[src/rtl/serial_shift_tx.sv]
// Parallel-in, serial-out shift transmitter: accepts a word over valid/ready and
// emits it one bit per clk from a flop, with frame/last strobes and an idle gap.
module serial_shift_tx #(
    parameter int DATA_W    = 8,
    parameter int GAP_CYC   = 2,
    parameter int MSB_FIRST = 1
) (
    input  logic              clk,
    input  logic              rst,
    input  logic [DATA_W-1:0] din,
    input  logic              din_valid,
    output logic              din_ready,
    output logic              sout,
    output logic              sout_frame,
    output logic              sout_last,
    output logic              busy
);

    localparam int                CNT_W    = $clog2(DATA_W);
    localparam logic [CNT_W-1:0]  CNT_LOAD = CNT_W'(DATA_W - 1);
    localparam logic [3:0]        GAP_LOAD = 4'(GAP_CYC - 1);
    localparam bit                GAP_EN   = (GAP_CYC > 0);

    typedef enum logic [1:0] {
        IDLE  = 2'd0,
        SHIFT = 2'd1,
        GAP   = 2'd2
    } state_t;

    state_t            state, state_nxt;
    logic [CNT_W-1:0]  cnt, cnt_nxt;
    logic [3:0]        gcnt, gcnt_nxt;
    logic [DATA_W-1:0] shreg, shreg_nxt;
    logic              sout_q, sout_nxt;
    logic              xfer;

    function automatic logic head_bit(input logic [DATA_W-1:0] w);
        return (MSB_FIRST != 0) ? w[DATA_W-1] : w[0];
    endfunction

    function automatic logic [DATA_W-1:0] advance(input logic [DATA_W-1:0] w);
        return (MSB_FIRST != 0) ? {w[DATA_W-2:0], 1'b0} : {1'b0, w[DATA_W-1:1]};
    endfunction

    // Ready depends on state only, so upstream can never form a comb loop through us.
    always_comb begin
        din_ready = (state == IDLE) ||
                    ((state == SHIFT) && (cnt == '0) && !GAP_EN);
        xfer      = din_valid && din_ready;
    end

    always_comb begin
        state_nxt = state;
        cnt_nxt   = cnt;
        gcnt_nxt  = gcnt;
        shreg_nxt = shreg;
        sout_nxt  = 1'b0;
        case (state)
            IDLE: begin
                if (xfer) begin
                    state_nxt = SHIFT;
                    cnt_nxt   = CNT_LOAD;
                    sout_nxt  = head_bit(din);
                    shreg_nxt = advance(din);
                end
            end
            SHIFT: begin
                if (cnt != '0) begin
                    cnt_nxt   = cnt - CNT_W'(1);
                    sout_nxt  = head_bit(shreg);
                    shreg_nxt = advance(shreg);
                end else if (xfer) begin
                    // Zero-gap back-to-back: reload without leaving SHIFT.
                    cnt_nxt   = CNT_LOAD;
                    sout_nxt  = head_bit(din);
                    shreg_nxt = advance(din);
                end else if (GAP_EN) begin
                    state_nxt = GAP;
                    gcnt_nxt  = GAP_LOAD;
                end else begin
                    state_nxt = IDLE;
                end
            end
            GAP: begin
                if (gcnt == 4'd0) begin
                    state_nxt = IDLE;
                end else begin
                    gcnt_nxt = gcnt - 4'd1;
                end
            end
            default: state_nxt = IDLE;
        endcase
    end

    always_ff @(posedge clk) begin
        if (rst) begin
            state  <= IDLE;
            cnt    <= '0;
            gcnt   <= 4'd0;
            shreg  <= '0;
            sout_q <= 1'b0;
        end else begin
            state  <= state_nxt;
            cnt    <= cnt_nxt;
            gcnt   <= gcnt_nxt;
            shreg  <= shreg_nxt;
            sout_q <= sout_nxt;
        end
    end

    assign sout       = sout_q;
    assign sout_frame = (state == SHIFT);
    assign sout_last  = (state == SHIFT) && (cnt == '0);
    assign busy       = (state != IDLE);

endmodule
[config.mk]
export PLATFORM = sky130hd
export DESIGN_NAME = serial_shift_tx
export DESIGN_NICKNAME = d
export VERILOG_FILES = /design/src/rtl/serial_shift_tx.sv
export SDC_FILE = /design/constraint.sdc
export NUM_CORES = 1
export LEC_CHECK = 0
export BUFFER_PORTS_ARGS = -buffer_cell sky130_fd_sc_hd__buf_4
export CORE_UTILIZATION = 35
export CTS_CLUSTER_SIZE = 8
export DETAILED_ROUTE_END_ITERATION = 10
export GPL_ROUTABILITY_DRIVEN = 0
export PLACE_DENSITY = 0.57
export SLEW_MARGIN = 20
export SYNTH_ARGS = -nofsm -noshare
export SYNTH_HDL_FRONTEND = slang
export SYNTH_SLANG_ARGS = --single-unit
[constraint.sdc]
create_clock -name clk -period 1.6 [get_ports clk]
set_input_delay 0.08 -clock clk [delete_from_list [all_inputs] [get_ports clk]]
set_output_delay 0.08 -clock clk [all_outputs]
set_load 0.02 [all_outputs]
==> flow_summary_export.csv <==
group,metric,value,unit
clock_network,htreeDepth,1,
timing,finClkSkew,7.03,ps
drt,wl_per_cell,12.0,um
timing,rsz0062_at_grt,"false",
placement,io_buffers,15,
drt,finalWirelength,1730,um
synth,synth_ff_type,"dfxtp_1",
setup_path,rr_worst_depth,5,
drt,antenna_left,0,
power,peakVddDrop,0.000539,V
power,clkPwrFrac,23.5,%
timing,setup_viol,0,
clock_network,clk_latency,290,ps
global_routing,grt_pass1_vias,691,
worst_hold_path,worstHoldEndpoint,"shreg[6]",
setup_path,criticalPathCategory,"reg2reg",
drt,num_vias,744,
floorplan,design.portCount,16,
global_routing,antenna_found_initial,0,
power,switchingPower,353,uW
worst_hold_path,hp-start,"din[5]",
setup_path,critical_path.cell_chain,"inv_1, ha_1, or3b_1, and3_1, a41o_1",
floorplan,coreArea,2450,um^2
synth,avgSynthCellArea,9.52,um^2
setup_path,worst_path_max_delay_cell,"or3b_1",
synth,synth-edff-count,0,
setup_path,end_kind,"flip-flop",
synth,yosysWarnings,0,
setup_path,required,1790,ps
setup_path,r2r_end,"gcnt[1]",
clock_network,clk_pin_slew,100,ps
layout,drive_above_1_share,37.7,%
drt,dr.pass1.iters,4,
placement,placedCellCount,139,
power,power_density,1010,nW/um^2
synth,synth.net_count,110,
status,outcome,"completed",
worst_hold_path,whs_path_depth,3,
timing,slew_headroom,78.9,%
layout,syn2layout_area_growth,27.8,%
power,power.share.sequential,44.9,%
timing,period_minus_slack,1530,ps
floorplan,rows,18,
layout,n_fill_cell,237,
timing,setup_tns,0,ps
power,combPwrFrac,31.6,%
power,total_power,1.17,mW
power,p_leak,0.515,nW
floorplan,die_x,52.8,um
timing,max_slew.worst_pin.slew,316,ps
synth,ys_types,30,
timing,fmax,655,MHz
synth,netlist_area,905,um^2
timing,finalMaxSlewViolations,0,
clock_network,numCtsBuffers,3,
timing,fin_crit_sh,95.4,%
floorplan,initial_utilization,36.9,%
clock_network,cts.sinks,18,
clock_network,tritoncts,"built",
power,switching_share,30.3,%
setup_path,reg2reg_slack,70,ps
layout,n_antenna_cell,0,
layout,fin_cells,144,
floorplan,die_area,2790,um^2
global_routing,grt_max_degree,18,
setup_path,critPathMaxFanout,3,
setup_path,max_stage_delay,410,ps
placement,hpwl,1270,um
setup_path,r2r_start,"gcnt[0]",
timing,whs,119,ps
global_routing,overflow,0,
layout,post-route-util,47.1,%
drt,viasPerCell,5.17,
clock_network,cts_root_buf,"clkbuf_4",
global_routing,grt_pass1_wl,2930,um
drt,drt_iter0_markers,9,
job,drv_cap,0,
worst_hold_path,hp-class,"in2reg",
synth,ys_seq_area_share,39.8,%
floorplan,die_y,52.8,um
synth,ys_ff_latch,18,
global_routing,track_usage,14.7,%
timing,hold_viol,0,
layout,nets,130,
setup_path,crit_arrival,1720,ps
setup_path,critPathLaunchType,"flip-flop",
power,internal_power,814,uW
synth,async_reset_ff_share,0,%
clock_network,clk_path_buf_depth,2,
drt,drc,0,
synth,synth_cells,95,
==> state kept, by name, summed over array words and instances (netlist names) <==
name	cells
shreg	8
cnt	3
gcnt	4
state	2
sout	1
==> worst max path at each step <==
| stage | start | end | slack, ps | cells after the start |
|---|---|---|---|---|
| final | gcnt[0] | gcnt[1] | 70 | 5 |
| after global routing | gcnt[0] | gcnt[1] | 1 | 5 |
| after CTS | cnt[0] | sout_last | 4 | 7 |
| after detailed placement | cnt[0] | shreg[2] | 60 | 6 |
| after global placement | cnt[1] | shreg[2] | 80 | 6 |
| after floorplan | cnt[0] | shreg[0] | 160 | 6 |
==> cell usage in the layout (no fill, tap or decap), types with 3 or more instances in the layout <==
cell      count
a211oi_2      6
buf_4        18
clkbuf_4      3
dfxtp_1      16
ha_1          3
inv_1        15
nor2_1        5
nor3_1        3
o32ai_1       6
==> power groups by stage <==
stage | Combinational (mW) | Sequential [mW] | Clock, mW
after floorplan | 0.227 | 0.528 | 0
after global placement | 0.324 | 0.531 | 0
after detailed placement | 0.327 | 0.532 | 0
after CTS | 0.334 | 0.521 | 0.289
after global routing | 0.408 | 0.530 | 0.308
final | 0.369 | 0.524 | 0.274
==> metal layers <==
layer / share of wire [%] / GRT usage [%] / vias up / wire, um
met2: 42 / 23.4 / 12 / 729
met3: 4.2 / 6.09 / 2 / 72
met4: 0.87 / 3.95 / 0 / 15
met1: 53 / 17.9 / 344 / 911
li1: - / - / 386 / -
met5: 0 / 0 / - / 0
==> metrics by stage <==
stage	instance area (um^2)	setup WS, ps
after floorplan	905	159
after global routing	1160	1.42
final	1160	74.2
after detailed placement	1070	56.0
after global placement	1070	76.8
after CTS	1110	3.85
==> cells by family (layout without fill, tap and decap cells) <==
family / after synthesis / count (layout) / share of synthesized area, %
buffers and inverters: 23 / 42 / 11.3
and+or+nand+nor: 22 / 22 / 14.8
AOI/OAI and AO/OA: 28 / 28 / 28.5
adders and majority gates: 4 / 4 / 5.53
DFF: 18 / 18 / 39.8
==> timing repair <==
action                     CTS  global route
gates cloned                 0             0
hold buffers                 0             0
setup endpoints to repair    1             9
resized for setup            1            11
setup buffers                0             1
pin swaps                    0             2
==> critical path, delay by kind of cell (launching register included) <==
kind	cells	cell delay, ps
adder cells (fa/ha/maj)	1	200
buffers and inverters	1	100
AO/OA/AOI/OAI	1	190
AND/OR/NAND/NOR	2	600
flip-flops	1	340
==> cells in the mapped netlist, drive strengths merged, types with 2 or more instances <==
library cell	number	area, um^2
dfxtp	18	360
inv	17	63.8
buf	3	27.5
clkbuf	3	11.3
nand2	2	7.51
nor3	3	15.0
o32ai	7	61.3
nand2b	3	18.8
a211oi	8	95.1
nor2	5	18.8
a41o	2	20.0
a31oi	2	12.5
or3b	2	17.5
a21oi	2	10.0
and2b	2	16.3
ha	4	50.1
and3	2	12.5
==> cell type report <==
class / count / area [um^2] / area share, %
Multi-Input combinational cell: 54 / 478 / 41.3
Sequential cell: 18 / 363 / 31.4
Timing Repair Buffer: 21 / 178 / 15.4
Inverter: 17 / 63.8 / 5.52
Tap cell: 30 / 37.5 / 3.25
Clock buffer: 4 / 36.3 / 3.14
Note: power is estimated with default switching activity, not from simulation.
